### src/rtl/clock_pkg.sv
// Shared types and helpers for the alarm controller that sits beside the
// 12-hour BCD clock counter.
package clock_pkg;

    typedef enum logic [1:0] {
        IDLE    = 2'd0,
        ARMED   = 2'd1,
        RINGING = 2'd2,
        SNOOZE  = 2'd3
    } alarm_state_e;

    localparam logic [7:0] BCD_12 = 8'h12;
    localparam logic [7:0] BCD_59 = 8'h59;

    // Hours must be 01..09 or 10..12 and minutes 00..59, with each nibble a
    // legal decimal digit, so values such as 8'h0A or 8'h5A are rejected.
    function automatic logic bcd_time_valid(input logic [7:0] hh, input logic [7:0] mm);
        logic hh_ok;
        logic mm_ok;
        hh_ok = ((hh[7:4] == 4'd0) && (hh[3:0] >= 4'd1) && (hh[3:0] <= 4'd9)) ||
                ((hh >= 8'h10) && (hh <= BCD_12));
        mm_ok = (mm <= BCD_59) && (mm[3:0] <= 4'd9);
        return hh_ok && mm_ok;
    endfunction

endpackage

### src/rtl/alarm_time_cmp.sv
// Combinational compare of the running clock against the stored alarm time,
// plus the format check applied to a requested alarm time.
module alarm_time_cmp
    import clock_pkg::*;
(
    input  logic       pm,
    input  logic [7:0] hh,
    input  logic [7:0] mm,
    input  logic [7:0] ss,
    input  logic       alm_pm,
    input  logic [7:0] alm_hh,
    input  logic [7:0] alm_mm,
    input  logic [7:0] set_hh,
    input  logic [7:0] set_mm,
    output logic       time_eq,
    output logic       set_fmt_ok
);

    assign time_eq    = (pm == alm_pm) && (hh == alm_hh) && (mm == alm_mm) && (ss == 8'h00);
    assign set_fmt_ok = bcd_time_valid(set_hh, set_mm);

endmodule

### src/rtl/clock_alarm_ctrl.sv
// Alarm controller: stores the alarm time, rings when the clock reaches it,
// and handles snooze, stop, disarm and auto-silence.
module clock_alarm_ctrl
    import clock_pkg::*;
#(
    parameter int RING_SECS   = 60,
    parameter int SNOOZE_SECS = 540,
    parameter int MAX_SNOOZE  = 3
) (
    input  logic       clk,
    input  logic       reset_n,
    input  logic       tick,
    input  logic       pm,
    input  logic [7:0] hh,
    input  logic [7:0] mm,
    input  logic [7:0] ss,
    input  logic       arm_en,
    input  logic       set_valid,
    input  logic       set_pm,
    input  logic [7:0] set_hh,
    input  logic [7:0] set_mm,
    input  logic       snooze,
    input  logic       stop,
    output logic       ring,
    output logic       snoozing,
    output logic       armed,
    output logic       alm_pm,
    output logic [7:0] alm_hh,
    output logic [7:0] alm_mm,
    output logic       set_err
);

    localparam int RC_W = $clog2(RING_SECS + 1);
    localparam int SL_W = $clog2(SNOOZE_SECS + 1);
    localparam int SC_W = $clog2(MAX_SNOOZE + 1);

    localparam logic [RC_W-1:0] RING_LAST  = RC_W'(RING_SECS - 1);
    localparam logic [SL_W-1:0] SNOOZE_LD  = SL_W'(SNOOZE_SECS);
    localparam logic [SC_W-1:0] SNOOZE_MAX = SC_W'(MAX_SNOOZE);

    alarm_state_e    state;
    alarm_state_e    state_nx;
    logic            tick_q;
    logic            time_eq;
    logic            set_fmt_ok;
    logic            set_ok;
    logic            match;
    logic            snooze_ok;
    logic [RC_W-1:0] ring_cnt;
    logic [SL_W-1:0] snooze_left;
    logic [SC_W-1:0] snz_cnt;

    alarm_time_cmp u_cmp (
        .pm         (pm),
        .hh         (hh),
        .mm         (mm),
        .ss         (ss),
        .alm_pm     (alm_pm),
        .alm_hh     (alm_hh),
        .alm_mm     (alm_mm),
        .set_hh     (set_hh),
        .set_mm     (set_mm),
        .time_eq    (time_eq),
        .set_fmt_ok (set_fmt_ok)
    );

    // The clock counter shows its new time one cycle after tick, so all
    // matching and second counting is keyed off the delayed tick.
    assign set_ok    = set_valid && set_fmt_ok;
    assign match     = tick_q && time_eq;
    assign snooze_ok = snooze && (snz_cnt < SNOOZE_MAX);

    always_ff @(posedge clk or negedge reset_n) begin
        if (!reset_n) begin
            tick_q  <= 1'b0;
            alm_pm  <= 1'b0;
            alm_hh  <= BCD_12;
            alm_mm  <= 8'h00;
            set_err <= 1'b0;
        end else begin
            tick_q  <= tick;
            set_err <= set_valid && !set_fmt_ok;
            if (set_ok) begin
                alm_pm <= set_pm;
                alm_hh <= set_hh;
                alm_mm <= set_mm;
            end
        end
    end

    always_ff @(posedge clk or negedge reset_n) begin
        if (!reset_n) state <= IDLE;
        else          state <= state_nx;
    end

    // Disarm overrides everything; stop and a valid set both fall back to ARMED.
    always_comb begin
        state_nx = state;
        if (!arm_en) begin
            state_nx = IDLE;
        end else begin
            case (state)
                IDLE:    state_nx = ARMED;
                ARMED:   if (match) state_nx = RINGING;
                RINGING: begin
                    if (stop || set_ok)                          state_nx = ARMED;
                    else if (snooze_ok)                          state_nx = SNOOZE;
                    else if (tick_q && (ring_cnt == RING_LAST))  state_nx = ARMED;
                end
                SNOOZE: begin
                    if (stop || set_ok)                          state_nx = ARMED;
                    else if (tick_q && (snooze_left == SL_W'(1))) state_nx = RINGING;
                end
                default: state_nx = IDLE;
            endcase
        end
    end

    always_ff @(posedge clk or negedge reset_n) begin
        if (!reset_n) begin
            ring_cnt    <= '0;
            snooze_left <= '0;
            snz_cnt     <= '0;
        end else begin
            if (state == ARMED && state_nx == RINGING) begin
                ring_cnt <= '0;
                snz_cnt  <= '0;
            end else if (state == RINGING && state_nx == SNOOZE) begin
                snz_cnt     <= snz_cnt + 1'b1;
                snooze_left <= SNOOZE_LD;
            end else if (state == RINGING && state_nx == RINGING && tick_q) begin
                ring_cnt <= ring_cnt + 1'b1;
            end else if (state == SNOOZE && state_nx == SNOOZE && tick_q) begin
                snooze_left <= snooze_left - 1'b1;
            end else if (state == SNOOZE && state_nx == RINGING) begin
                ring_cnt    <= '0;
                snooze_left <= '0;
            end
        end
    end

    always_comb begin
        ring     = (state == RINGING);
        snoozing = (state == SNOOZE);
        armed    = (state != IDLE);
    end

endmodule

### config.mk
export PLATFORM = sky130hd
export DESIGN_NAME = clock_alarm_ctrl
export DESIGN_NICKNAME = d
export VERILOG_FILES = /design/src/rtl/clock_pkg.sv /design/src/rtl/alarm_time_cmp.sv /design/src/rtl/clock_alarm_ctrl.sv
export SDC_FILE = /design/constraint.sdc
export NUM_CORES = 1
export LEC_CHECK = 0
export CORE_MARGIN = 2
export CORE_UTILIZATION = 30
export DETAILED_ROUTE_END_ITERATION = 10
export GPL_ROUTABILITY_DRIVEN = 0
export PLACE_DENSITY = 0.59
export SLEW_MARGIN = 10
export SYNTH_ARGS = -nofsm -noshare
export SYNTH_HDL_FRONTEND = slang
export SYNTH_HIERARCHICAL = 1
export SYNTH_SLANG_ARGS = --single-unit
### constraint.sdc
create_clock -name clk -period 7.3 [get_ports clk]
set_input_delay 1.095 -clock clk [delete_from_list [all_inputs] [get_ports clk]]
set_output_delay 1.095 -clock clk [all_outputs]
set_load 0.02 [all_outputs]
Word level (Yosys, flattened, before mapping)
Cells that the tools add are included.

operators by class
  reductions and logical operators = 33
  add/subtract/negate cells = 3
  equality and inequality tests = 13
  muxes and demuxes = 19
  bitwise operators = 1
  $lt $le $gt $ge = 7

operators with widths
  kind                     count
  $mux W10                 4
  $mux W6                  5
  $logic_and A1 B1 Y1      21
  $mux W2                  9
  $eq A8 B8 Y1             2
  $eq A10 B1 Y1 const B    1
  $sub A10 B1 Y10 const B  1
  $eq A2 B2 Y1 const B     4
  $ge A8 B5 Y1 const B     1
  $le A4 B4 Y1 const B     2
  $le A8 B5 Y1 const B     1
  $le A8 B7 Y1 const B     1
  $logic_not A8 Y1         1
  $pmux W2 S4              1
  $add A6 B1 Y6 const B    1
  $eq A6 B6 Y1 const B     1
  $reduce_and A3 Y1        2
  $reduce_bool A3 Y1       2
  $ge A4 B1 Y1 const B     1
  $logic_not A4 Y1         1
  $ne A2 B2 Y1 const B     2
  $reduce_bool A2 Y1       2
  $ne A3 B3 Y1 const B     1
  $add A2 B1 Y2 const B    1
  other kinds (7)          8

storage, ports and cells
  word-level logic and storage cells = 85
  output and inout bits = 21
  register bits after elaboration = 39
  input bits = 49

Longest topological paths before layout
Gate-level depths: netlist of the first run.

  word-level depth = 17
  depth in mapped cells = 9
  depth with buffers taken out = 9

Cells and area by module
The synthesis of the first run kept the hierarchy.

modules (own cells, without submodules)
  module            area each (um^2)  cells an instance  sequential area each (um^2)  instances
  clock_alarm_ctrl  1945.6            167                978.4                        1
  alarm_time_cmp    267.8             35                 0.0                          1

Least setup slack after synthesis of the first run
OpenSTA, ideal clock, no wires.

  path kind = input to register
  from = input set_hh[5]
  to = register ring_cnt[4]
  setup slack = 4.033 ns
  arrival time = 3.141 ns
  path buffers = 1
  data required time = 7.174 ns
  setup time = 0.126 ns
  cell stages on the path = 9
  cell sequence = or4_1 -> a221oi_2 -> o2111a_1 -> a21oi_2 -> and4_1 -> and4_2 -> clkbuf_1 -> and3_1 -> a221o_1

on the way
  longest elaborated chain between the ends = 16
  elaborated cells between the ends (all ways) = 30
  classes of those cells = 2 x order compare; 4 x eq/ne; 7 x mux; 17 x reduce/logical

ends and longest elaborated chain
  what                                                                  line                                                                       text
  start: declaration                                                    clock_alarm_ctrl.sv:20                                                     input logic [7:0] set_hh,
  parallel branches: the longest is 3 deep, another holds $ge A8 B5 Y1  n/a
  $logic_or A1 B1 Y1 (*)                                                clock_pkg.sv:20                                                            hh_ok = ((hh[7:4] == 4'd0) && (hh[3:0] >= 4'd1) && (hh[3:0] <= 4'd9)) ||
  $logic_and A1 B1 Y1 (*)                                               clock_pkg.sv:23                                                            return hh_ok && mm_ok;
  net set_fmt_ok                                                        clock_alarm_ctrl.sv:45                                                     logic set_fmt_ok;
  $logic_and A1 B1 Y1 (*)                                               clock_alarm_ctrl.sv:69                                                     assign set_ok = set_valid && set_fmt_ok;
  $logic_or A1 B1 Y1 (*)                                                clock_alarm_ctrl.sv:106, clock_alarm_ctrl.sv:111
  $mux W2 (on tied branches)                                            clock_alarm_ctrl.sv:111, clock_alarm_ctrl.sv:106
  $pmux W2 S4 (*)                                                       clock_alarm_ctrl.sv:102                                                    case (state)
  $mux W2 (*)                                                           clock_alarm_ctrl.sv:99                                                     if (!arm_en) begin
  $eq A2 B2 Y1                                                          clock_alarm_ctrl.sv:125, clock_alarm_ctrl.sv:131, clock_alarm_ctrl.sv:135
  $logic_and A1 B1 Y1 (2 in a row)                                      clock_alarm_ctrl.sv:131                                                    end else if (state == RINGING && state_nx == RINGING && tick_q) begin
  $mux W6                                                               clock_alarm_ctrl.sv:131
  $mux W6                                                               clock_alarm_ctrl.sv:128                                                    end else if (state == RINGING && state_nx == SNOOZE) begin
  $mux W6                                                               clock_alarm_ctrl.sv:125                                                    if (state == ARMED && state_nx == RINGING) begin
  end signal: assignment                                                clock_alarm_ctrl.sv:132                                                    ring_cnt <= ring_cnt + 1'b1;
  end: declaration                                                      clock_alarm_ctrl.sv:49                                                     logic [RC_W-1:0] ring_cnt;

Mark *: on every way through the listed nets, which the timed path passes. The select of a mux whose other input is x is not followed.
A chain may end at the register's enable or synchronous reset.

Worst setup path in the final report of the first run
  from = input set_hh[5]
  to = register snooze_left[3]

on the way
  longest elaborated chain between the ends = 16
  elaborated cells between the ends (all ways) = 30
  classes of those cells = 2 x order compare; 3 x eq/ne; 7 x mux; 1 x bitwise; 17 x reduce/logical

ends and longest elaborated chain
  what                                                                  line                                              text
  parallel branches: the longest is 3 deep, another holds $ge A8 B5 Y1  n/a
  $logic_or A1 B1 Y1 (*)                                                clock_pkg.sv:20
  $logic_and A1 B1 Y1 (*)                                               clock_pkg.sv:23
  net set_fmt_ok                                                        clock_alarm_ctrl.sv:45
  $logic_and A1 B1 Y1 (*)                                               clock_alarm_ctrl.sv:69
  $logic_or A1 B1 Y1 (*)                                                clock_alarm_ctrl.sv:106, clock_alarm_ctrl.sv:111
  $mux W2 (on tied branches)                                            clock_alarm_ctrl.sv:111, clock_alarm_ctrl.sv:106
  $pmux W2 S4 (*)                                                       clock_alarm_ctrl.sv:102
  $mux W2 (*)                                                           clock_alarm_ctrl.sv:99
  $eq A2 B2 Y1                                                          clock_alarm_ctrl.sv:128, clock_alarm_ctrl.sv:133
  $logic_and A1 B1 Y1 (2 in a row)                                      clock_alarm_ctrl.sv:133                           end else if (state == SNOOZE && state_nx == SNOOZE && tick_q) begin
  $mux W10                                                              clock_alarm_ctrl.sv:133
  $mux W10                                                              clock_alarm_ctrl.sv:131
  $mux W10                                                              clock_alarm_ctrl.sv:128
  end signal: assignment                                                clock_alarm_ctrl.sv:134                           snooze_left <= snooze_left - 1'b1;
  end: declaration                                                      clock_alarm_ctrl.sv:50                            logic [SL_W-1:0] snooze_left;

Marked as above.

==> impl_results.md, run 1 <==
- H-tree Lvls: 2
- Fill cell count: 717
- Worst vdd ir: 63.4 µV
- Wirelength per Cell: around 15 µm
- Flop2flop setup slack: 4.50 ns
- Reg-to-Reg End: ring_cnt[4]$_DFFE_PN0P_
- Leak: 1.32 nW
- Outcome: completed
- Clock-pin slew of the registers on the worst-case setup and hold paths: about 0.08 ns
- Share of cells above drive strength 1: 16.1%
- CTS tree: yes
- Max Slew Vio Count: 0
- Top-area cell type share of the netlist area: 41.8%
- Vias per cell: between 4 and 5
- Largest cells by area after synthesis: dfrtp_1, mux2_2, xor2_1, xnor2_1, a221o_1
- Post-synthesis instance area: 2210 µm²
- First-pass GRT wire length: 9230 µm
- Slew HR: 39.5%
- Critical Path End Type: register
- Cells along the critical path: clkdlybuf4s50_1, or4_1, a221oi_2, o2111a_1, a21oi_2, and4_1, and3_2, a211o_1, a221o_1
- Routed wire length: 5500 µm
- Slowest stage delay, CP: around 0.56 ns
- CP max FO: 14
- Async SR Flop Fraction: 100%
- DRT iter0 DRCs: 55
- DP HPWL: 4150 µm
- Finished Layout Cells: about 370
- Nets: 326
- Initial antenna violation count: 0
- PD cells: approximately 160 nW/µm²
- Final setup violation count: 0
- RR Startpoint: alm_hh[2]$_DFFE_PN0P_
- Worst EP required: 7.47 ns
- Buffers on Ports: 69
- Initial DRT Pass Iterations: 5
- Transition time at the pin with the least slew margin: roughly 0.9 ns
- Critical path startpoint: set_hh[5]
- Crit path time final: around 3.7 ns
- Placed insts: approximately 370
- Clock tree sinks: 39
- Inserted Clock Buffers: 5
- Vias in the first global route: 1840
- CP Class: input port to register
- Final Core Density: between 40% and 50%
- Die Wd: 89.9 µm
- Setup TNS: 0 ns
- Core Region: 7210 µm²
- Synth area leader: dfrtp_1
- RSZ-0062 raised after global routing: false
- Sequential Area: 978 µm²
- Root Driver: clkbuf_8
- Hold buffer count at CTS: 0
- Mapped Cells: 202
- Number of I/O pins: 70
- Final clock skew: 0.00777 ns
- Clock Path Buffers: 2
- Max Clk Rate: 273 MHz
- Initial Utilization: 30.7%
- Startpoint Class: input port
- Rows: 31
- Sequential area share after synthesis: 44.2%
- Reg2Reg Depth: 9
- Clock latency on the worst-skew pair: 0.29 ns
- Post-route ant nets: 0
- Layout area overhead: 39.4%
- ANT cells: 0
- Yosys cell types: 57
- DRC viols: 0
- Total GRT Usage: between 10% and 20%
- Main synth FF type: dfrtp_1
- Average cell area after synthesis: about 11 µm²
- Syn_nets: 255
- Yosys reg bits: 39
- Post-synth EDFFs: 0
- Crit path DAT: 3.83 ns
- DIE AREA: 8080 µm²
- Warnings from Yosys: 6
- Hold Vio Cnt, Final: 0
- Vias: 1844
- Post-CTS Setup Bufs: 0
- Die Height: 89.9 µm
- Largest net degree at the start of global routing: 40
- Worst Setup EP: snooze_left[3]$_DFFE_PN0P_
- Crit-path slowest cell: or4_1
- Hold Path Class: register to register
- Total congestion overflow: 0
- Post-cts repair resize count: 0
- Tcrit/Tclk final: 50.1%
- Area of the multi-input gates: 1180 µm²
- Max-cap violations: 0
[stage by stage]
| stage | setup WS, ns | total power, mW | hold WS, ns | instance area (µm²) |
|---|---|---|---|---|
| after floorplan | 4.03 | 0.281 | 0.451 | 2210 |
| after detailed placement | 3.34 | 0.342 | 0.482 | 2990 |
| after global placement | 3.43 | 0.341 | 0.475 | 2990 |
| after CTS | 3.65 | 0.506 | 0.493 | 3090 |
| after global routing | 3.53 | 0.524 | 0.524 | 3090 |
| final | 3.64 | 0.497 | 0.503 | 3090 |
[state kept, by name (all words and copies together) (netlist names)]
register     flops
alm_hh           8
alm_mm           8
alm_pm           1
ring_cnt         6
set_err          1
snooze_left     10
snz_cnt          2
state            2
tick_q           1
[cells in the mapped netlist (2+ instances only)]
master    number
dfrtp_1       37
mux2_2        18
nor2_1        12
xor2_1        12
a21oi_1       10
nand2_1        9
nand3_1        9
xnor2_1        7
a221o_1        6
nor4_1         6
inv_1          5
nor3_1         5
ha_1           4
o21ai_0        4
a31oi_1        3
and3_2         3
nand4_1        3
or3_1          3
a41oi_1        2
and2_1         2
clkbuf_1       2
dfstp_2        2
mux2i_1        2
nor2b_1        2
or4_1          2
[cells in the final DEF, fill, tap and decap left out, types with 2 or more instances in the layout]
cell,n
mux2i_1,2
and3_2,3
mux2_2,18
a41oi_1,2
nor2b_1,2
xor2_1,12
inv_1,5
a21oi_1,10
clkdlybuf4s50_1,68
dfstp_2,2
nor3_1,5
clkbuf_8,7
ha_1,4
dfrtp_1,37
or3_1,3
nand4_1,3
nor2_1,12
and2_1,2
xnor2_1,7
nand2_1,9
nand3_1,9
a221o_1,6
o21ai_0,4
a31oi_1,3
or4_1,2
nor4_1,6
[worst max-delay path: cells and delay by family]
kind            cells  cell delay, ns
compound gates      5            1.18
buf+inv             1            0.44
simple gates        3            1.12
[metal layers]
| metal | vias to the layer above | wire length (µm) | global-route usage [%] |
|---|---|---|---|
| li1 | 910 | - | - |
| met1 | 885 | 2750 | 19.4 |
| met2 | 41 | 2460 | 22.0 |
| met3 | 8 | 208 | 3.60 |
| met4 | 0 | 81 | 3.59 |
| met5 | - | 0 | 0 |
[worst min-delay path by stage]
stage,start,to,slack [ns],cells past startpoint
finish,ring_cnt[5]$_DFFE_PN0P_,ring_cnt[5]$_DFFE_PN0P_,0.50,1
global route,ring_cnt[5]$_DFFE_PN0P_,ring_cnt[5]$_DFFE_PN0P_,0.52,1
CTS,ring_cnt[5]$_DFFE_PN0P_,ring_cnt[5]$_DFFE_PN0P_,0.49,1
detailed placement,ring_cnt[5]$_DFFE_PN0P_,ring_cnt[5]$_DFFE_PN0P_,0.48,1
global placement,ring_cnt[5]$_DFFE_PN0P_,ring_cnt[5]$_DFFE_PN0P_,0.48,1
floorplan,ring_cnt[5]$_DFFE_PN0P_,ring_cnt[5]$_DFFE_PN0P_,0.45,1
[power by group]
part	total [mW]	switching [mW]	internal, mW	leakage (nW)
Clock	0.161	0.0745	0.0863	0.0515
Sequential	0.239	0.0108	0.228	0.514
Combinational	0.0975	0.0402	0.0573	0.757
[cell families (layout without fill, tap and decap cells)]
logic type                 after synthesis  count (layout)  synth area share (%)
and+or+nand+nor                         67              67                  17.2
AOI/OAI and AO/OA                       43              43                  16.2
DFF                                     39              39                  44.2
muxes                                   20              20                  10.1
xor gates and xnor gates                19              19                  7.52
buffers and inverters                   10              82                  2.54
adders and majority gates                4               4                  2.26
[cell type report]
type	instances	share of cell area, %
Multi-Input combinational cell	153	38.2
Sequential cell	39	31.7
Timing Repair Buffer	69	22.2
Tap cell	99	4.01
Clock buffer	8	3.24
Inverter	5	0.608
Power figures use the tool's default switching activity.
==> run 2, diff against run 1 <==
Clock period 7.3 ns to 3.6 ns, I/O delays scaled along.
==> run 2 against run 1 <==
  * Core utilization is 0.069 points lower
  * Setup slack got worse by 3.1 ns
  * Power rose by 98%
  * Combinational power increased by 100%
  * Register-to-register slack worse by 3.7 ns
  * Global-route usage is 0.071 points higher
  * Clock-buffer cell count shrank 2
  * Clock power increased by 88%
  * Sequential share of layout area grew 0.052 points
  * First-iteration DRC count grew 27%
  * Sequential power up 100%
==> impl_results.md, run 2 (synthesized netlist as in run 1, its figures left out) <==
- Startpoint Class: input port (unchanged)
- Root Driver: clkbuf_8 (unchanged)
- Max Slew Vio Count: 0 (unchanged)
- Slew HR: 40.9% (was 39.5%)
- Bufs and invs on worst path: 1 (unchanged)
- ANT cells: 0 (unchanged)
- Final clock skew: 0.00584 ns (was 0.00777 ns)
- Final setup violation count: 0 (unchanged)
- CTS tree: yes (unchanged)
- Placed insts: 366 (was 365)
- Clock-pin slew of the registers on the worst-case setup and hold paths: 0.07 ns (was 0.08 ns)
- Clock Path Buffers: 2 (unchanged)
- Vias in the first global route: 1857 (was 1840)
- Family with the most delay on the worst path: simple AND/OR/NAND/NOR gates (was compound AO/OA/AOI/OAI gates)
- Post-CTS Setup Bufs: 0 (unchanged)
- DIE AREA: 8080 µm² (unchanged)
- Finished Layout Cells: 373 (unchanged)
- Core Region: 7210 µm² (unchanged)
- H-tree Lvls: 2 (unchanged)
- Outcome: completed (unchanged)
- Number of I/O pins: 70 (unchanged)
- Critical path startpoint: hh[2] (was set_hh[5])
- Critical Path End Type: register (unchanged)
- Buffers on Ports: 69 (unchanged)
- Hold buffer count at CTS: 0 (unchanged)
- Crit path time final: 3.08 ns
- Die Height: 89.9 µm (unchanged)
- Tcrit/Tclk final: roughly 85%
- RR Startpoint: alm_hh[2]$_DFFE_PN0P_ (unchanged)
- RSZ-0062 raised after global routing: false (unchanged)
- Worst EP required: 3.77 ns (was 7.47 ns)
- PD cells: 319 nW/µm² (was 161 nW/µm²)
- Post-route ant nets: 0 (unchanged)
- Total power: 0.983 mW (was 0.497 mW)
- Wirelength per Cell: 14.8 µm (was 14.7 µm)
- Largest net degree at the start of global routing: 40 (unchanged)
- Initial DRT Pass Iterations: 4 (was 5)
- Fill cell count: 714 (was 717)
- Clock latency on the worst-skew pair: 0.29 ns (about the same)
- Transition time at the pin with the least slew margin: 0.886 ns (was 0.908 ns)
- Post-cts repair resize count: 0 (unchanged)
- PnR worst setup slack: 0.522 ns (was 3.64 ns)
- Setup TNS: 0 ns (unchanged)
- Sequential Area: 978 µm² (unchanged)
- Clock tree sinks: 39 (unchanged)
- Pre-CTS setup slack: 0.226 ns (was 3.34 ns)
- Area of the multi-input gates: 1180 µm² (unchanged)
- CP max FO: 7 (was 14)
- Crit path DAT: 3.25 ns (was 3.83 ns)
- Total GRT Usage: 14.1% (was 14.0%)
- Commonest non-fill, non-tap cells in the layout: clkdlybuf4s50_1, dfrtp_1, mux2_2 (unchanged)
- Max FFs per register: 10 (unchanged)
- Largest Register: snooze_left (unchanged)
- Initial antenna violation count: 0 (unchanged)
- Slowest stage delay, CP: 0.55 ns (was 0.56 ns)
- Die Wd: 89.9 µm (unchanged)
- Max-cap violations: 0 (unchanged)
- DRT iter0 DRCs: 70 (was 55)
- Inserted Clock Buffers: 5 (unchanged)
- Routed wire length: 5500 µm (about the same)
- DP HPWL: 4190 µm (was 4150 µm)
- Vias: 1859 (was 1844)
- Cells along the critical path: clkdlybuf4s50_1, xor2_1, nor4_1, nand3_1, nor3_1, and4b_1, a21o_2, o311ai_4, or4_1, a221o_1 (was clkdlybuf4s50_1, or4_1, a221oi_2, o2111a_1, a21oi_2, and4_1, and3_2, a211o_1, a221o_1)
- Hold Vio Cnt, Final: 0 (unchanged)
- Total congestion overflow: 0 (unchanged)
- Initial Utilization: 30.7% (unchanged)
- Crit-path slowest cell: or4_1 (unchanged)
- Max Clk Rate: 325 MHz
- Rows: 31 (unchanged)
- Share of cells above drive strength 1: 16.4% (was 16.1%)
- Leak: 1.32 nW (about the same)
- CP Class: input port to register (unchanged)
- Top flop regs: snooze_left: 10 flops, alm_hh: 8 flops, alm_mm: 8 flops (unchanged)
- DRC viols: 0 (unchanged)
- Layout area overhead: 39.2% (was 39.4%)
- Hold Path Class: input port to asynchronous set/reset pin (was register to register)
- Worst vdd ir: 102 µV (was 63.4 µV)
- Vias per cell: 4.98 (was 4.94)
- Most common cell after layout, fill and taps aside: clkdlybuf4s50_1 (unchanged)
- Nets: 327 (was 326)
- First-pass GRT wire length: 9250 µm (was 9230 µm)
[run 2: cell types whose count changed in the layout (fill, tap and decap cells not counted), sizes merged]
cell	before	now
buf	1	2
clkbuf	8	6
clkinv	0	1
[run 2: area by class of cell]
class / instances / share of cell area, %
Timing Repair Buffer: 70 / 22.5
Clock inverter: 1 / 0.162
Tap cell: 99 / 4.02
Multi-Input combinational cell: 153 / 38.3
Sequential cell: 39 / 31.8
Clock buffer: 6 / 2.68
Inverter: 5 / 0.609
[run 2: metrics by stage]
step	hold WS, ns	cell area [µm²]	util, %
after floorplan	0.244	2210	-
after global placement	0.474	2990	41.5
after detailed placement	0.482	2990	41.5
after CTS	0.406	3080	42.7
after global routing	0.467	3080	42.7
final	0.369	3080	42.7
[run 2: path summary, 6_finish.rpt]
| kind | to | slack [ns] | cells after the start |
|---|---|---|---|
| min in group clk | ring_cnt[5]$_DFFE_PN0P_ | 0.49 | 1 |
| worst min register to register | ring_cnt[5]$_DFFE_PN0P_ | 0.49 | 1 |
| worst max register to register | ring_cnt[4]$_DFFE_PN0P_ | 0.77 | 9 |
| worst max-delay path | ring_cnt[4]$_DFFE_PN0P_ | 0.52 | 10 |
| max in group asynchronous | alm_hh[6]$_DFFE_PN0P_ | 2.68 | 1 |
| worst min-delay path | alm_pm$_DFFE_PN0P_ | 0.37 | 1 |
[run 2: metal layers]
| metal | part of all wire (%) | global-route usage (%) | up-vias |
|---|---|---|---|
| met2 | 47 | 22.4 | 42 |
| met5 | 0 | 0 | - |
| met4 | 0.60 | 3.46 | 0 |
| met1 | 48 | 19.4 | 903 |
| li1 | - | - | 910 |
| met3 | 4.4 | 3.44 | 4 |
[run 2: power by group]
group | switching (mW) | internal, mW | total, mW
clock | 0.151 | 0.150 | 0.302
combinational | 0.0817 | 0.116 | 0.198
sequential | 0.0218 | 0.462 | 0.484
==> run 3, diff against run 2 <==
Settings changed: CTS_CLUSTER_DIAMETER set to 100, PLACE_DENSITY 0.59 to 0.62.
==> run 3 against run 2 <==
  * Non-clock buffer count is the same
  * Clock power rose by 44%
  * Critical path depth decreased by 1
  * Clock skew increased by 0.0068 ns
  * Largest cell class unchanged
  * Highest routed layer unchanged
==> impl_results.md, run 3 (synthesized netlist as in run 1, its figures left out) <==
- Root Driver: clkbuf_8 (unchanged)
- Critical path startpoint: set_hh[5] (was hh[2])
- Share of cells above drive strength 1: 16.4% (about the same)
- Critical Path End Type: register (unchanged)
- Clock latency on the worst-skew pair: 0.30 ns (was 0.29 ns)
- Switching pwr: 0.262 mW (was 0.255 mW)
- CP max FO: 14 (was 7)
- Startpoint Class: input port (unchanged)
- Nets: 327 (unchanged)
- Number of I/O pins: 70 (unchanged)
- Max Clk Rate: 323 MHz (was 325 MHz)
- Transition time at the pin with the least slew margin: 0.879 ns (was 0.886 ns)
- Slew HR: 41.4% (was 40.9%)
- Die Wd: 89.9 µm (unchanged)
- Total congestion overflow: 0 (unchanged)
- Die Height: 89.9 µm (unchanged)
- Clock Path Buffers: 2 (unchanged)
- Core Region: 7210 µm² (unchanged)
- CTS tree: yes (unchanged)
- Switching Fraction: 23.5% (was 25.9%)
- Clock tree sinks: 39 (unchanged)
- Total GRT Usage: 14.3% (was 14.1%)
- Family with the most delay on the worst path: compound AO/OA/AOI/OAI gates (was simple AND/OR/NAND/NOR gates)
- Max Slew Vio Count: 0 (unchanged)
- Crit-path slowest cell: or4_1 (unchanged)
- Worst vdd ir: 199 µV (was 102 µV)
- Tcrit/Tclk final: 86.0% (was 85.5%)
- CP Class: input port to register (unchanged)
- Largest net degree at the start of global routing: 40 (unchanged)
- Vias in the first global route: 1882 (was 1857)
- Initial antenna violation count: 0 (unchanged)
- Most common cell after layout, fill and taps aside: clkdlybuf4s50_1 (unchanged)
- Clock-pin slew of the registers on the worst-case setup and hold paths: 0.08 ns (was 0.07 ns)
- Commonest non-fill, non-tap cells in the layout: clkdlybuf4s50_1, dfrtp_1, mux2_2 (unchanged)
- Vias: 1858 (was 1859)
- Combinational power share: 17.7% (was 20.1%)
- Reg2Reg Depth: 9 (unchanged)
- Outcome: completed (unchanged)
- DRT iter0 DRCs: 85 (was 70)
- Leak: 1.34 nW (was 1.32 nW)
- Routed wire length: 5500 µm (about the same)
- Hold buffer count at CTS: 0 (unchanged)
- Largest Register: snooze_left (unchanged)
- Hold Path Class: input port to asynchronous set/reset pin (unchanged)
- Sequential Power Share: 43.3% (was 49.2%)
- Max FFs per register: 10 (unchanged)
- Wirelength per Cell: 14.7 µm (was 14.8 µm)
- Bufs and invs on worst path: 1 (unchanged)
- RSZ-0062 raised after global routing: false (unchanged)
- Top flop regs: snooze_left: 10 flops, alm_hh: 8 flops, alm_mm: 8 flops (unchanged)
- CP Depth: 9 (was 10)
- First-pass GRT wire length: 9490 µm (was 9250 µm)
- Rows: 31 (unchanged)
- DRC viols: 0 (unchanged)
- Hold Vio Cnt, Final: 0 (unchanged)
- Cells along the critical path: clkdlybuf4s50_1, or4_1, a221oi_2, o2111a_1, a21oi_2, and4_1, and3_2, a211o_1, a221o_1 (was clkdlybuf4s50_1, xor2_1, nor4_1, nand3_1, nor3_1, and4b_1, a21o_2, o311ai_4, or4_1, a221o_1)
- Worst Setup EP: snooze_left[3]$_DFFE_PN0P_ (was ring_cnt[4]$_DFFE_PN0P_)
- Fill cell count: 703 (was 714)
- Final clock skew: 0.0126 ns (was 0.00584 ns)
- H-tree Lvls: 2 (unchanged)
- Internal power: 0.855 mW (was 0.729 mW)
- Initial Utilization: 30.7% (unchanged)
- Crit path DAT: 3.27 ns (was 3.25 ns)
- Vias per cell: 4.97 (was 4.98)
- Layout area overhead: 41.2% (was 39.2%)
- Buffers on Ports: 69 (unchanged)
- Post-route ant nets: 0 (unchanged)
- Setup TNS: 0 ns (unchanged)
- WHS: 0.359 ns (was 0.369 ns)
- Post-CTS Setup Bufs: 0 (unchanged)
- Slowest stage delay, CP: 0.57 ns (was 0.55 ns)
- DIE AREA: 8080 µm² (unchanged)
- Crit path time final: 3.10 ns (was 3.08 ns)
- Reg-to-Reg End: ring_cnt[4]$_DFFE_PN0P_ (unchanged)
- ANT cells: 0 (unchanged)
- RR Startpoint: alm_hh[4]$_DFFE_PN1P_ (was alm_hh[2]$_DFFE_PN0P_)
- Initial DRT Pass Iterations: 4 (unchanged)
- Clock share of power: 39.0% (was 30.7%)
- Worst EP required: 3.78 ns (was 3.77 ns)
- Post-cts repair resize count: 0 (unchanged)
- DP HPWL: 4190 µm (about the same)
- Max-cap violations: 0 (unchanged)
- PD cells: 358 nW/µm² (was 319 nW/µm²)
- Inserted Clock Buffers: 5 (unchanged)
- Flop2flop setup slack: 0.81 ns (was 0.77 ns)
- Final setup violation count: 0 (unchanged)
[run 3: final cells by class]
| cell class | instances | area [µm²] | share of cell area (%) |
|---|---|---|---|
| clock buffer | 6 | 72.6 | 2.32 |
| inverter | 5 | 18.8 | 0.600 |
| clock inverter | 2 | 60.1 | 1.92 |
| tap | 99 | 124 | 3.96 |
| sequential | 39 | 978 | 31.3 |
| timing repair buffer | 70 | 693 | 22.2 |
| multi-input combinational | 153 | 1180 | 37.7 |
[run 3: metal layers]
| metal | global-route usage (%) | routed length, µm | up-vias |
|---|---|---|---|
| met5 | 0 | 0 | - |
| met4 | 4.23 | 95 | 0 |
| met3 | 4.53 | 340 | 11 |
| met2 | 22.9 | 2560 | 50 |
| met1 | 18.7 | 2510 | 884 |
| li1 | - | - | 913 |
[run 3: worst reg2reg max path, stage by stage, from the launching register on]
cell and delay [ns]:
dfstp_2 0.56, xor2_1 0.07, nor4_1 0.28, nand3_1 0.15
nor3_1 0.22, and4b_1 0.26, a21o_2 0.12, o311ai_4 0.15
or4_1 0.56, a221o_1 0.31
[run 3: worst min-delay path by stage]
stage / slack (ns) / to / from
finish: 0.36 / alm_hh[2]$_DFFE_PN0P_ / reset_n
global route: 0.43 / alm_mm[2]$_DFFE_PN0P_ / reset_n
CTS: 0.40 / alm_pm$_DFFE_PN0P_ / reset_n
detailed placement: 0.48 / ring_cnt[5]$_DFFE_PN0P_ / ring_cnt[5]$_DFFE_PN0P_
global placement: 0.47 / ring_cnt[5]$_DFFE_PN0P_ / ring_cnt[5]$_DFFE_PN0P_
floorplan: 0.24 / alm_hh[0]$_DFFE_PN0P_ / reset_n
[run 3: power by group through the flow]
stage,Sequential [mW],Clock (mW),Combinational (mW)
after global routing,0.488,0.464,0.214
after global placement,0.493,0,0.199
final,0.484,0.436,0.198
after floorplan,0.515,0,0.0536
after detailed placement,0.493,0,0.200
after CTS,0.484,0.445,0.201
[run 3: metrics by stage]
step / utilization (%) / power [mW] / area [µm²] / setup WS (ns) / cells
after floorplan: - / 0.569 / 2210 / 0.888 / 202
after global placement: 41.5 / 0.692 / 2990 / 0.274 / 366
after detailed placement: 41.5 / 0.693 / 2990 / 0.208 / 366
after CTS: 43.3 / 1.13 / 3130 / 0.521 / 374
after global routing: 43.3 / 1.17 / 3130 / 0.355 / 374
final: 43.3 / 1.12 / 3130 / 0.505 / 374
